`src/rtl/writeback_unit.sv`:
```
// writeback_unit: final pipeline stage. Captures the memory stage's decoded
// controls, drives the single register-file write port, and serialises a
// load-with-base-writeback into two consecutive writes (Rd, then Rn).
// Optional feature macro: WB_FORWARD_EN adds one-cycle-delayed fwd_* copies
// of the write port so decode can bypass a just-committed write.
module writeback_unit #(
  parameter int DATA_W = 32,
  parameter int REG_AW = 4
) (
  input  logic              clk,
  input  logic              rst,
  input  logic              in_valid,
  input  logic              flush,
  input  logic [REG_AW-1:0] rd_in,
  input  logic [REG_AW-1:0] rn_in,
  input  logic              rd_we,
  input  logic [1:0]        rd_src,
  input  logic              rn_we,
  input  logic [DATA_W-1:0] alu_result,
  input  logic [DATA_W-1:0] link_value,
  input  logic [DATA_W-1:0] mem_rdata,
  output logic              stall_out,
  output logic              rf_we,
  output logic [REG_AW-1:0] rf_waddr,
  output logic [DATA_W-1:0] rf_wdata,
`ifdef WB_FORWARD_EN
  output logic              fwd_valid,
  output logic [REG_AW-1:0] fwd_addr,
  output logic [DATA_W-1:0] fwd_data,
`endif
  output logic              pc_wr
);

  localparam logic [1:0] SRC_ALU  = 2'b00;
  localparam logic [1:0] SRC_MEM  = 2'b01;
  localparam logic [1:0] SRC_LINK = 2'b10;
  localparam logic [REG_AW-1:0] PC_REG = REG_AW'(32'd15);

  typedef enum logic {
    ST_RUN  = 1'b0,
    ST_BASE = 1'b1
  } state_t;

  state_t              state_q;
  logic                flush_pend_q;

  // Stage register
  logic                valid_q;
  logic [REG_AW-1:0]   rd_q;
  logic [REG_AW-1:0]   rn_q;
  logic                rd_we_q;
  logic [1:0]          rd_src_q;
  logic                rn_we_q;
  logic [DATA_W-1:0]   alu_q;
  logic [DATA_W-1:0]   link_q;

  // Last written address/data, presented while no write is in progress
  logic [REG_AW-1:0]   last_addr_q;
  logic [DATA_W-1:0]   last_data_q;

  logic [DATA_W-1:0]   rd_data_s;
  logic                wr_en_s;
  logic [REG_AW-1:0]   wr_addr_s;
  logic [DATA_W-1:0]   wr_data_s;
  logic                stall_s;

  // Rd data source select; the reserved encoding falls back to the ALU result
  always_comb begin
    rd_data_s = alu_q;
    case (rd_src_q)
      SRC_ALU:  rd_data_s = alu_q;
      SRC_MEM:  rd_data_s = mem_rdata;
      SRC_LINK: rd_data_s = link_q;
      default:  rd_data_s = alu_q;
    endcase
  end

  // Write-port and stall decode from the FSM state and the stage register
  always_comb begin
    wr_en_s   = 1'b0;
    wr_addr_s = last_addr_q;
    wr_data_s = last_data_q;
    stall_s   = 1'b0;
    case (state_q)
      ST_RUN: begin
        if (valid_q) begin
          if (rd_we_q) begin
            wr_en_s   = 1'b1;
            wr_addr_s = rd_q;
            wr_data_s = rd_data_s;
          end else if (rn_we_q) begin
            wr_en_s   = 1'b1;
            wr_addr_s = rn_q;
            wr_data_s = alu_q;
          end else begin
            wr_en_s   = 1'b0;
          end
          // Rd == Rn: the load data wins and the base write is dropped
          stall_s = rd_we_q & rn_we_q & (rd_q != rn_q);
        end else begin
          stall_s = 1'b0;
        end
      end
      ST_BASE: begin
        wr_en_s   = 1'b1;
        wr_addr_s = rn_q;
        wr_data_s = alu_q;
        stall_s   = 1'b0;
      end
      default: begin
        wr_en_s = 1'b0;
        stall_s = 1'b0;
      end
    endcase
  end

  assign stall_out = stall_s;
  assign rf_we     = wr_en_s;
  assign rf_waddr  = wr_addr_s;
  assign rf_wdata  = wr_data_s;
  assign pc_wr     = wr_en_s & (wr_addr_s == PC_REG);

  // FSM, stage capture, flush tracking and write-port mirrors
  always_ff @(posedge clk) begin
    if (rst) begin
      state_q      <= ST_RUN;
      flush_pend_q <= 1'b0;
      valid_q      <= 1'b0;
      rd_q         <= '0;
      rn_q         <= '0;
      rd_we_q      <= 1'b0;
      rd_src_q     <= 2'b00;
      rn_we_q      <= 1'b0;
      alu_q        <= '0;
      link_q       <= '0;
      last_addr_q  <= '0;
      last_data_q  <= '0;
`ifdef WB_FORWARD_EN
      fwd_valid    <= 1'b0;
      fwd_addr     <= '0;
      fwd_data     <= '0;
`endif
    end else begin
      case (state_q)
        ST_RUN:  state_q <= stall_s ? ST_BASE : ST_RUN;
        ST_BASE: state_q <= ST_RUN;
        default: state_q <= ST_RUN;
      endcase

      if (wr_en_s) begin
        last_addr_q <= wr_addr_s;
        last_data_q <= wr_data_s;
      end

      if (!stall_s) begin
        valid_q      <= in_valid & ~flush & ~flush_pend_q;
        rd_q         <= rd_in;
        rn_q         <= rn_in;
        rd_we_q      <= rd_we;
        rd_src_q     <= rd_src;
        rn_we_q      <= rn_we;
        alu_q        <= alu_result;
        link_q       <= link_value;
        flush_pend_q <= (state_q == ST_BASE) & flush;
      end else begin
        // Held instruction upstream: remember the flush for the next capture
        flush_pend_q <= flush_pend_q | flush;
      end

`ifdef WB_FORWARD_EN
      fwd_valid <= wr_en_s;
      fwd_addr  <= wr_addr_s;
      fwd_data  <= wr_data_s;
`endif
    end
  end

endmodule

```
`config.mk`:
```
export PLATFORM = sky130hd
export DESIGN_NAME = writeback_unit
export DESIGN_NICKNAME = d
export VERILOG_FILES = /design/src/rtl/writeback_unit.sv
export SDC_FILE = /design/constraint.sdc
export NUM_CORES = 1
export LEC_CHECK = 0
export ABC_AREA = 1
export BUFFER_PORTS_ARGS = -buffer_cell sky130_fd_sc_hd__buf_2
export CORE_ASPECT_RATIO = 0.6
export CORE_MARGIN = 3
export CORE_UTILIZATION = 54
export DETAILED_ROUTE_END_ITERATION = 10
export MAX_ROUTING_LAYER = met4
export PLACE_DENSITY = 0.8
export SKIP_LAST_GASP = 1
export SLEW_MARGIN = 20
export SYNTH_ARGS = -nofsm -noshare
export SYNTH_HDL_FRONTEND = slang
export SYNTH_SLANG_ARGS = --single-unit
```
`constraint.sdc`:
```
create_clock -name clk -period 1.8 [get_ports clk]
set_clock_uncertainty 0.1 [all_clocks]
set_input_delay 0.18 -clock clk [delete_from_list [all_inputs] [get_ports clk]]
set_output_delay 0.18 -clock clk [all_outputs]
set_load 0.01 [all_outputs]
```
Word-level counts from Yosys, hierarchy flattened
Cells that the tools add are included.
{ "totals": {"regBits": 115} }
{ "op_classes": {"bitwise_logic": 10, "eq_ne": 4, "muxes": 18} }
{ "ops": {"columns": ["operator", "count"], "rows": [
  ["one-hot mux 32 bit (2 select lines)", 2],
  ["two-way mux 32 bit", 3],
  ["two-way mux 4 bit", 3],
  ["one-hot mux 4 bit (2 select lines)", 1],
  ["bitwise AND 1 bit", 6],
  ["two-way mux 1 bit", 6],
  ["one-hot mux 1 bit (2 select lines)", 3],
  ["equality test 4 bit, second input constant", 1],
  ["inequality test 4 bit", 1],
  ["NOT 1 bit", 3],
  ["equality test 2 x 1 -> 1 bit, second input constant", 1],
  ["equality test 2 bit, second input constant", 1],
  ["OR 1 bit", 1]
]} }

Depth between registers and ports, before layout
Gate-level depths: netlist (run 1).
{ "depth": {"depth_word": 6, "ltp_mapped": 11} }

Worst setup path before layout (run 1)
OpenSTA, ideal clock, no wires.
{ "synth_timing": {"path_kind": "flip-flop to output port", "start": "register rd_src_q[0]", "end": "output rf_wdata[0]", "arrival_time_ns": 1.462, "required_ns": 1.520, "slack_ns": 0.058, "stages_incl_launch_ff": 10, "path_cell_list": "dfxtp_1 -> inv_1 -> ha_1 -> nor2_2 -> nand2_1 -> nand2_1 -> buf_4 -> buf_6 -> o21ai_1 -> nor2_1"} }
{ "synth_via": {"elab_chain_cells": 5} }
{ "synth_lines": {"columns": ["element", "line_no", "rtl"], "rows": [
  ["start, declared", "52", "logic [1:0] rd_src_q;"],
  ["start signal, assigned", "160", "rd_src_q <= rd_src;"],
  ["equality test 2 bit or equality test 2 x 1 -> 1 bit (tied branches)", "70", "case (rd_src_q)"],
  ["one-hot mux 32 bit (2 select lines) (*)", "70", null],
  ["two-way mux 32 bit (*)", "87", "if (rd_we_q) begin"],
  ["two-way mux 32 bit (*)", "86", "if (valid_q) begin"],
  ["one-hot mux 32 bit (2 select lines) (*)", "84", "case (state_q)"],
  ["end, declared", "25", "output logic [DATA_W-1:0] rf_wdata,"]
]} }
Every way passes the cells marked *; elsewhere a longest branch is shown, timed or not.

Final worst setup path (run 1)
{ "layout_timing": {"start": "register rd_src_q[0]", "end": "output rf_wdata[26]"} }
The elaborated chain is that of the path after synthesis.

==> impl_metrics.ini, run 1 <==
[die]
rows = 29
fp.dieArea_um2 = 12930
io_pins = 151
initial_core_util = 0.5714
dieHeight_um = 89.28
die_x_um = 144.8
core_um2 = 10920

[synthesis]
ys_ff_latch = 115
yosys-top-cells-area = dfxtp_1 (37%), nand2_1 (15%), inv_1 (14%)
synth_cells = 1030
syn-mean-instance-area_um2 = 6.059
syn-cell-area_um2 = 6241
ys_types = 22
synth_nets = 1144
yosys_warnings = 0
synth_top_area_cell = dfxtp_1
netlist.area_leader.share = 0.3689
synth_seq_area_share = 0.3689

[sta]
fin_crit_ps = 2236
fin_ws_ps = -435.7
finalSetupViolations = 39
fmax_ghz = 0.4473
rsz0062_at_grt = true
timing.hold.ws_ps = 0.9109
worst_pin_slew_ps = 700.1
tns_ps = -13660
drv_slew = 0
hold_viol_final = 0
fin_crit_sh = 1.242
slew_headroom = 0.5333

[place]
io_buffers = 150
place_ws_ps = -136.8
hpwl_mm = 11.47
place_congestion = 0.8608

[finish]
utilization = 0.8542
nets = 1382
nFillCells = 632
synthToLayoutAreaGrowth_pct = 49.48
multiInputGateArea_um2 = 3022
seqCellArea_um2 = 2315
diodes = 0
layout-drive-gt1-share = 0.2592

[worst_setup_path]
ff2ff_setup_slack_ps = -140
worstSetupStartpointType = register
critical-path-max-stage-delay_ps = 330
crit_arrival_ps = 1960
endpoint = rf_wdata[26]
r2r_start = rd_src_q[0]
crit_slowest_cell = dfxtp_2
reg2reg_to = last_data_q[30]
rr_worst_depth = 13
cp_max_fo = 6
critPathRequiredTime_ps = 1520
crit_start = rd_src_q[0]
crit_path_cell_trace = inv_2 -> ha_4 -> nor2_4 -> nand2_2 -> nand2_4 -> buf_8 -> o21ai_2 -> nor2_1 -> buf_2
path_class = register to primary output
worst_setup_path_end_kind = primary output

[pwr]
p_leak_nw = 5.021
total_power_mw = 7.427
powerDensity_nw_per_um2 = 796.1
irDropWorstVdd_uv = 789.4

[clock_tree]
cts_root_buffer = clkbuf_16
cts_buffer_depth = 2
cts.clk_slew.worst_paths_ps = 50
cts_buffers = 17
clkSinkCount = 115
insertion_delay_ps = 410
cts_tree = yes
cts.htree.levels = 4

[global_route]
grt_pass1_vias = 6450
grt_pass1_wl_mm = 31.42
grt_start_max_net_pins = 105
antenna_found_initial = 0
grt-ovfl-total = 0
grt_usage = 0.3172

[routing]
vias = 7445
routedWlPerCell_um = 15.40
ant_nets = 0
viasPerCell = 5.185
drt-pass1-iter-count = 6
drc = 0
drt-initial-drc-count = 753
drt_wl_total_mm = 22.12

[run]
maxCapViolations = 0

[worst_hold_path]
holdPathStages = 5
hold_class = input pin to register

[outcome]
status = finished, violations left
violations = setup timing
[final cells by class]
cell class	instances	area share
inverters	237	0.09710
clock buffers	22	0.05083
multi-input cells	612	0.3239
repair buffers	285	0.2453
flip-flops and latches	115	0.2481
clock inverters	10	0.01395
well taps	155	0.02079
[worst max-delay path, delay by kind of cell, from the launching register on]
family	cells	cell delay, ps
simple gates	4	550
buf+inv	3	380
flops	1	330
fa+ha+maj	1	220
compound gates	1	70
[cell usage after synthesis]
master	count
o21ai_1	16
nand3_1	5
a21oi_1	4
nand2_2	2
nand3_2	1
nor2_2	2
buf_1	7
buf_4	1
clkbuf_1	25
nand4_1	106
nor2_1	176
buf_2	24
buf_6	9
nand2_1	246
nor3_1	3
a22oi_1	1
or2_0	4
ha_1	2
inv_1	226
o21ai_0	44
dfxtp_1	115
inv_2	11
[stage by stage]
| stage | area (um2) | instances |
|---|---|---|
| 2_1_floorplan | 6241 | 1030 |
| 3_3_place_gp | 7284 | 1313 |
| 3_5_place_dp | 7284 | 1313 |
| 4_1_cts | 8924 | 1427 |
| 5_1_grt | 9329 | 1436 |
| 6_report | 9329 | 1436 |
[sequential cells by signal, summed over array words and instances (netlist names)]
| signal | cells |
|---|---|
| rn_we_q | 1 |
| rd_q | 4 |
| state_q | 1 |
| last_data_q | 32 |
| alu_q | 32 |
| valid_q | 1 |
| link_q | 32 |
| rd_we_q | 1 |
| last_addr_q | 4 |
| flush_pend_q | 1 |
| rn_q | 4 |
| rd_src_q | 2 |
[report_power, final]
| part | leakage [nW] | total (mW) | switching [mW] | internal, mW |
|---|---|---|---|---|
| Combinational | 3.77 | 1.19 | 0.633 | 0.555 |
| Clock | 0.296 | 3.48 | 1.20 | 2.27 |
| Sequential | 0.954 | 2.76 | 0.0806 | 2.68 |
| Total | 5.02 | 7.43 | 1.91 | 5.51 |
[timing repair]
action                     4_1_cts  5_1_grt
pin swaps                       14       34
setup endpoints to repair       39      104
buffers inserted                14       14
gates cloned                     2        4
resized for setup               62       88
hold endpoints to repair        67        0
hold buffers                    68        0
[metal layers]
| metal | part of all wire | wire [um] | vias to the layer above | track usage |
|---|---|---|---|---|
| met2 | 0.46 | 10210 | 504 | 0.4728 |
| met4 | 0.016 | 357 | 0 | 0.09483 |
| li1 | - | - | 3594 | - |
| met1 | 0.42 | 9233 | 3303 | 0.4394 |
| met3 | 0.10 | 2316 | 44 | 0.06040 |
| met5 | 0 | 0 | - | - |
[how the worst min path moves through the flow]
stage	end	slack, ps	start
5_1_grt	alu_q[8]	4	alu_result[8]
3_3_place_gp	rn_we_q	310	rn_we
6_report	alu_q[8]	0.9	alu_result[8]
4_1_cts	alu_q[4]	0.9	alu_result[4]
3_5_place_dp	rn_we_q	320	rn_we
2_1_floorplan	last_addr_q[3]	160	rst
[kinds of logic (layout without fill, tap and decap cells)]
group / after synthesis / count (layout) / share of synthesized area
buffers and inverters: 303 / 554 / 0.1985
and+or+nand+nor: 545 / 545 / 0.3761
adders and majority gates: 2 / 2 / 0.004009
AOI/OAI and AO/OA: 65 / 65 / 0.05253
DFF: 115 / 115 / 0.3689
[placed cells by master, fill, tap and decap left out, types with 21 or more instances in the layout]
cell / count
buf_2: 144
buf_4: 31
buf_6: 25
clkbuf_16: 21
dfxtp_1: 105
dlygate4sd3_1: 68
inv_1: 218
nand2_1: 234
nand4_1: 106
nor2_1: 167
o21ai_0: 29
(Power assumes the default switching activity.)
==> inputs of run 2 (changes only) <==
--- a/config.mk
+++ b/config.mk
@@ -10,9 +10,11 @@
 export CORE_ASPECT_RATIO = 0.6
 export CORE_MARGIN = 3
 export CORE_UTILIZATION = 54
+export CTS_CLUSTER_SIZE = 40
 export DETAILED_ROUTE_END_ITERATION = 10
 export MAX_ROUTING_LAYER = met4
 export PLACE_DENSITY = 0.8
+export RECOVER_POWER = 50
 export SKIP_LAST_GASP = 1
 export SLEW_MARGIN = 20
 export SYNTH_ARGS = -nofsm -noshare
==> impl_metrics.ini, run 2 (same netlist as run 1, synthesis figures left out) <==
[outcome]
status = finished, violations left
violations = setup timing

[die]
dieHeight_um = 89.28
fp.dieArea_um2 = 12930
core_um2 = 10920
die_x_um = 144.8
rows = 29
io_pins = 151
initial_core_util = 0.5714

[pwr]
irDropWorstVdd_uv = 787.5
switching_power_mw = 1.915
p_leak_nw = 5.018
total_power_mw = 7.427
clock_power_share = 0.469
switching_share = 0.2578
p_comb_frac = 0.159
powerDensity_nw_per_um2 = 797.7
seqPwrFrac = 0.372
power.internal_mw = 5.512

[sta]
drv_slew = 0
finalSetupViolations = 111
fin_ws_ps = -432.0
hold_viol_final = 0
tns_ps = -20740
rsz0062_at_grt = true
fmax_ghz = 0.4480
fin_crit_sh = 1.240
slew_headroom = 0.5290
worst_pin_slew_ps = 706.6
fin_crit_ps = 2232

[worst_setup_path]
path_class = register to primary output
cp_max_fo = 6
critPathTopFamily = simple AND/OR/NAND/NOR gates
rr_worst_depth = 9
critPathRequiredTime_ps = 1520
crit_path_cell_trace = inv_2 -> ha_4 -> nor2_4 -> nand2_2 -> nand2_4 -> buf_8 -> o21ai_2 -> nor2_1 -> buf_2
r2r_start = rd_we_q
crit_arrival_ps = 1950
worstSetupStartpointType = register
reg2reg_to = link_q[29]
critical-path-max-stage-delay_ps = 330
worst_setup_path_end_kind = primary output
ff2ff_setup_slack_ps = -170
crit_slowest_cell = dfxtp_2
crit_buf_inv = 3

[routing]
drt_wl_total_mm = 22.07
vias = 7475
routedWlPerCell_um = 15.37
drt-initial-drc-count = 801
ant_nets = 0
drt-pass1-iter-count = 6
drc = 0
viasPerCell = 5.205

[worst_hold_path]
holdCritStartpoint = alu_result[8]
holdPathStages = 5
min_to = alu_q[8]
hold_class = input pin to register

[global_route]
grt-ovfl-total = 0
grt_pass1_vias = 6450
antenna_found_initial = 0
grt_usage = 0.3172
grt_pass1_wl_mm = 31.42
grt_start_max_net_pins = 105

[finish]
nets = 1382
final_common_cell = nand2_1
final_area_um2 = 9311
largestRegisters = alu_q x32, last_data_q x32, link_q x32
utilization = 0.8526
synthToLayoutAreaGrowth_pct = 49.20
nFillCells = 637
diodes = 0
most-common-layout-cells = nand2_1 (235), inv_1 (218), nor2_1 (168)
layout-drive-gt1-share = 0.2576

[clock_tree]
cts.htree.levels = 4
cts.clk_slew.worst_paths_ps = 50
cts_buffers = 17
cts_root_buffer = clkbuf_16
cts_buffer_depth = 2
clkSinkCount = 115
insertion_delay_ps = 410
cts_tree = yes

[place]
placed_area_um2 = 7284
place_ws_ps = -136.8
place_congestion = 0.8608
io_buffers = 150
hpwl_mm = 11.47

[run]
maxCapViolations = 0
==> run 2: cell types whose count changed in the layout (fill, tap and decap cells not counted) <==
cell	before	now
o21ai_1	9	8
nand2_1	234	235
nand2_2	10	9
buf_8	2	1
o21ai_0	29	30
nor2_4	9	8
clkbuf_4	0	1
nor2_1	167	168
==> run 2: per-layer routing <==
layer,part of all wire,track usage
met1,0.41,0.4394
met2,0.46,0.4728
met3,0.11,0.06040
met4,0.017,0.09483
met5,0,-
==> run 2: power groups by stage <==
stage | Sequential [mW] | Combinational [mW] | Clock (mW)
floorplan | 2.78 | 0.540 | 0
finish | 2.76 | 1.18 | 3.48
detailed placement | 2.80 | 0.867 | 0
CTS | 2.75 | 1.07 | 3.48
global placement | 2.79 | 0.858 | 0
global route | 2.77 | 1.29 | 3.60
==> run 2: layout make-up <==
cell class              count  area (um2)  area share
clock buffers              22       474.2     0.05093
clock inverters            10       130.1     0.01397
inverters                 237       905.9     0.09729
multi-input cells         612        3012      0.3234
flip-flops and latches    115        2315      0.2486
well taps                 155       193.9     0.02083
repair buffers            285        2281      0.2450
==> run 2: worst max path at each step <==
stage                           start           end  slack, ps  cells after the start
final                     rd_src_q[0]  rf_wdata[26]       -430                      9
after global routing      rd_src_q[0]  rf_wdata[10]       -480                      9
after CTS                 rd_src_q[0]  rf_wdata[13]       -360                      9
after detailed placement  rd_src_q[0]  rf_wdata[13]       -140                      9
after global placement    rd_src_q[0]  rf_wdata[14]        -30                      9
after floorplan           rd_src_q[0]   rf_wdata[0]         60                      9
==> run 2: metrics by stage <==
| step | hold WS (ps) | cells |
|---|---|---|
| 2_1_floorplan | 159.3 | 1030 |
| 3_3_place_gp | 313.2 | 1313 |
| 3_5_place_dp | 316.0 | 1313 |
| 4_1_cts | 0.9128 | 1427 |
| 5_1_grt | 4.477 | 1436 |
| 6_report | 1.345 | 1436 |
==> run 2: what timing repair did <==
item,in CTS,in global routing
resized for setup,62,88
setup endpoints to repair,39,104
setup buffers,14,14
cloned,2,4
hold buffers,68,0
pin swaps,14,34
hold endpoints to repair,67,0
==> run 2: worst register-to-register path, cell delays in order, from the launching register on <==
cell      delay [ps]
dfxtp_2          360
nand2_2           70
buf_6            130
nor2_1           360
nand3_4          150
clkbuf_4         260
buf_12           200
nand2_1          110
inv_1             50
nor2_1           100
==> inputs of run 3 (changes only) <==
--- a/config.mk
+++ b/config.mk
@@ -5,15 +5,14 @@
 export SDC_FILE = /design/constraint.sdc
 export NUM_CORES = 1
 export LEC_CHECK = 0
-export ABC_AREA = 1
 export BUFFER_PORTS_ARGS = -buffer_cell sky130_fd_sc_hd__buf_2
 export CORE_ASPECT_RATIO = 0.6
 export CORE_MARGIN = 3
-export CORE_UTILIZATION = 54
+export CORE_UTILIZATION = 45
 export CTS_CLUSTER_SIZE = 40
 export DETAILED_ROUTE_END_ITERATION = 10
 export MAX_ROUTING_LAYER = met4
-export PLACE_DENSITY = 0.8
+export PLACE_DENSITY = 0.71
 export RECOVER_POWER = 50
 export SKIP_LAST_GASP = 1
 export SLEW_MARGIN = 20
==> impl_metrics.ini, run 3 <==
[die]
io_pins = 151
initial_core_util = 0.4793
die_x_um = 145.7
rows = 29
fp.dieArea_um2 = 13090
dieHeight_um = 89.83
core_um2 = 10990

[sta]
fin_crit_sh = 1.300
fmax_ghz = 0.4273
tns_ps = -20250
slew_headroom = 0.7282
drv_slew = 0
finalSetupViolations = 91
timing.hold.ws_ps = 85.61
worst_pin_slew_ps = 407.7
fin_crit_ps = 2340
fin_ws_ps = -540.2
hold_viol_final = 0
rsz0062_at_grt = true

[outcome]
status = finished, violations left
violations = setup timing

[global_route]
use_met3 = 0.05930
grt_start_max_net_pins = 56
grt_pass1_wl_mm = 26.86
grtUsageMet1 = 0.3525
antenna_found_initial = 0
grt-ovfl-total = 0
grt_usage = 0.2618
use_met2 = 0.3962
grt_pass1_vias = 5225
grt-busiest-layer = met2

[synthesis]
syn-mean-instance-area_um2 = 9.565
synth_nets = 665
synth_top_area_cell = dfxtp_1
synth_flop_cell = dfxtp_1
synth_commonest_cells = dfxtp_1 (115), nand2b_1 (74), nand3b_1 (74)
yosys_warnings = 0
syn-cell-area_um2 = 5270
ys_ff_latch = 115
synth_edf_count = 0
synth_cells = 551
ys_types = 38
async_flop_share = 0
synth_most_common_cell = dfxtp_1
synth_seq_area_share = 0.4368
netlist.area_leader.share = 0.4368
yosys-top-cells-area = dfxtp_1 (44%), nand3b_1 (11%), nand2b_1 (8.8%)

[worst_setup_path]
critPathRequiredTime_ps = 1520
path_class = register to primary output
ff2ff_setup_slack_ps = -150
worstSetupStartpointType = register
reg2reg_to = last_data_q[21]
worst_setup_path_end_kind = primary output
cp_max_fo = 9
crit_arrival_ps = 2060
r2r_start = rd_we_q
rr_worst_depth = 7
crit_start = rd_src_q[0]

[place]
place_ws_ps = -193.6
hpwl_mm = 10.15
io_buffers = 150
place_congestion = 0.8485
dp_cells = 842
placed_area_um2 = 6414

[clock_tree]
cts_root_buffer = clkbuf_16
cts.clk_slew.worst_paths_ps = 50
cts_buffer_depth = 2
cts_tree = yes
cts.htree.levels = 4
insertion_delay_ps = 410
clkSinkCount = 115
cts_buffers = 17

[pwr]
total_power_mw = 7.337
p_leak_nw = 3.633
powerDensity_nw_per_um2 = 839.4
irDropWorstVdd_uv = 592.2

[worst_hold_path]
holdCritStartpoint = link_value[31]
min_to = link_q[31]
hold_class = input pin to register
holdPathStages = 3

[finish]
largestRegisters = alu_q x32, last_data_q x32, link_q x32
nets = 934
final_common_cell = buf_2
layout-drive-gt1-share = 0.3577
most-common-layout-cells = buf_2 (141), dfxtp_1 (111), dlygate4sd3_1 (76)
final_cells = 989
final_area_um2 = 8741
synthToLayoutAreaGrowth_pct = 65.86
utilization = 0.7950

[run]
maxCapViolations = 0

[routing]
drt-pass1-iter-count = 6
vias = 5562
viasPerCell = 5.624
drt_wl_total_mm = 18.99
routedWlPerCell_um = 19.20
drt-initial-drc-count = 440
drc = 0
ant_nets = 0
==> run 3: cells by family after synthesis <==
| family | count (synthesis) | share of synthesized area |
|---|---|---|
| compound gates | 156 | 0.2239 |
| xor+xnor | 4 | 0.006647 |
| fa+ha+maj | 2 | 0.004748 |
| buf+inv | 65 | 0.06410 |
| flops | 115 | 0.4368 |
| mux | 1 | 0.002137 |
| simple gates | 208 | 0.2616 |
==> run 3: how the worst max path moves through the flow <==
stage | slack [ps] | to | cells past startpoint
6_report | -540 | rf_wdata[28] | 8
3_3_place_gp | -150 | rf_wdata[6] | 7
5_1_grt | -600 | rf_wdata[17] | 8
2_1_floorplan | -30 | last_data_q[0] | 8
3_5_place_dp | -190 | rf_wdata[13] | 7
4_1_cts | -550 | rf_wdata[13] | 8
==> run 3: final cells by class <==
class | instances | area (um2)
diodes | 1 | 2.502
clock buffers | 19 | 452.9
clock inverters | 13 | 181.4
fillers | 693 | 2253
inverters | 7 | 26.28
multi-input cells | 371 | 2823
flip-flops and latches | 115 | 2310
well taps | 155 | 193.9
repair buffers | 308 | 2751
==> run 3: critical path, stage by stage, from the launching register on <==
cell and delay (ps):
dfxtp_2 330, inv_2 50, ha_4 210, mux2_4 270, a21oi_4 160, buf_4 170, buf_16 140, o221a_4 190
buf_2 140
==> run 3: what timing repair did <==
item / CTS / global route
hold buffers: 76 / 0
resized for setup: 35 / 76
pin swaps: 21 / 9
setup endpoints to repair: 71 / 148
endpoints found under the hold margin: 76 / 0
cloned: 5 / 17
setup buffers: 11 / 6
==> run 3: power breakdown <==
part           total, mW  internal [mW]  switching, mW  leakage, nW
clock               3.64           2.39           1.26        0.297
combinational      0.933          0.541          0.392         2.38
sequential          2.76           2.68         0.0850        0.952
==> run 3: routing by layer <==
| metal | wire length, um | share of wire | vias to the layer above |
|---|---|---|---|
| met2 | 8684 | 0.46 | 290 |
| met3 | 1499 | 0.079 | 20 |
| met4 | 212 | 0.011 | 0 |
| met1 | 8595 | 0.45 | 2694 |
| li1 | - | - | 2558 |
| met5 | 0 | 0 | - |
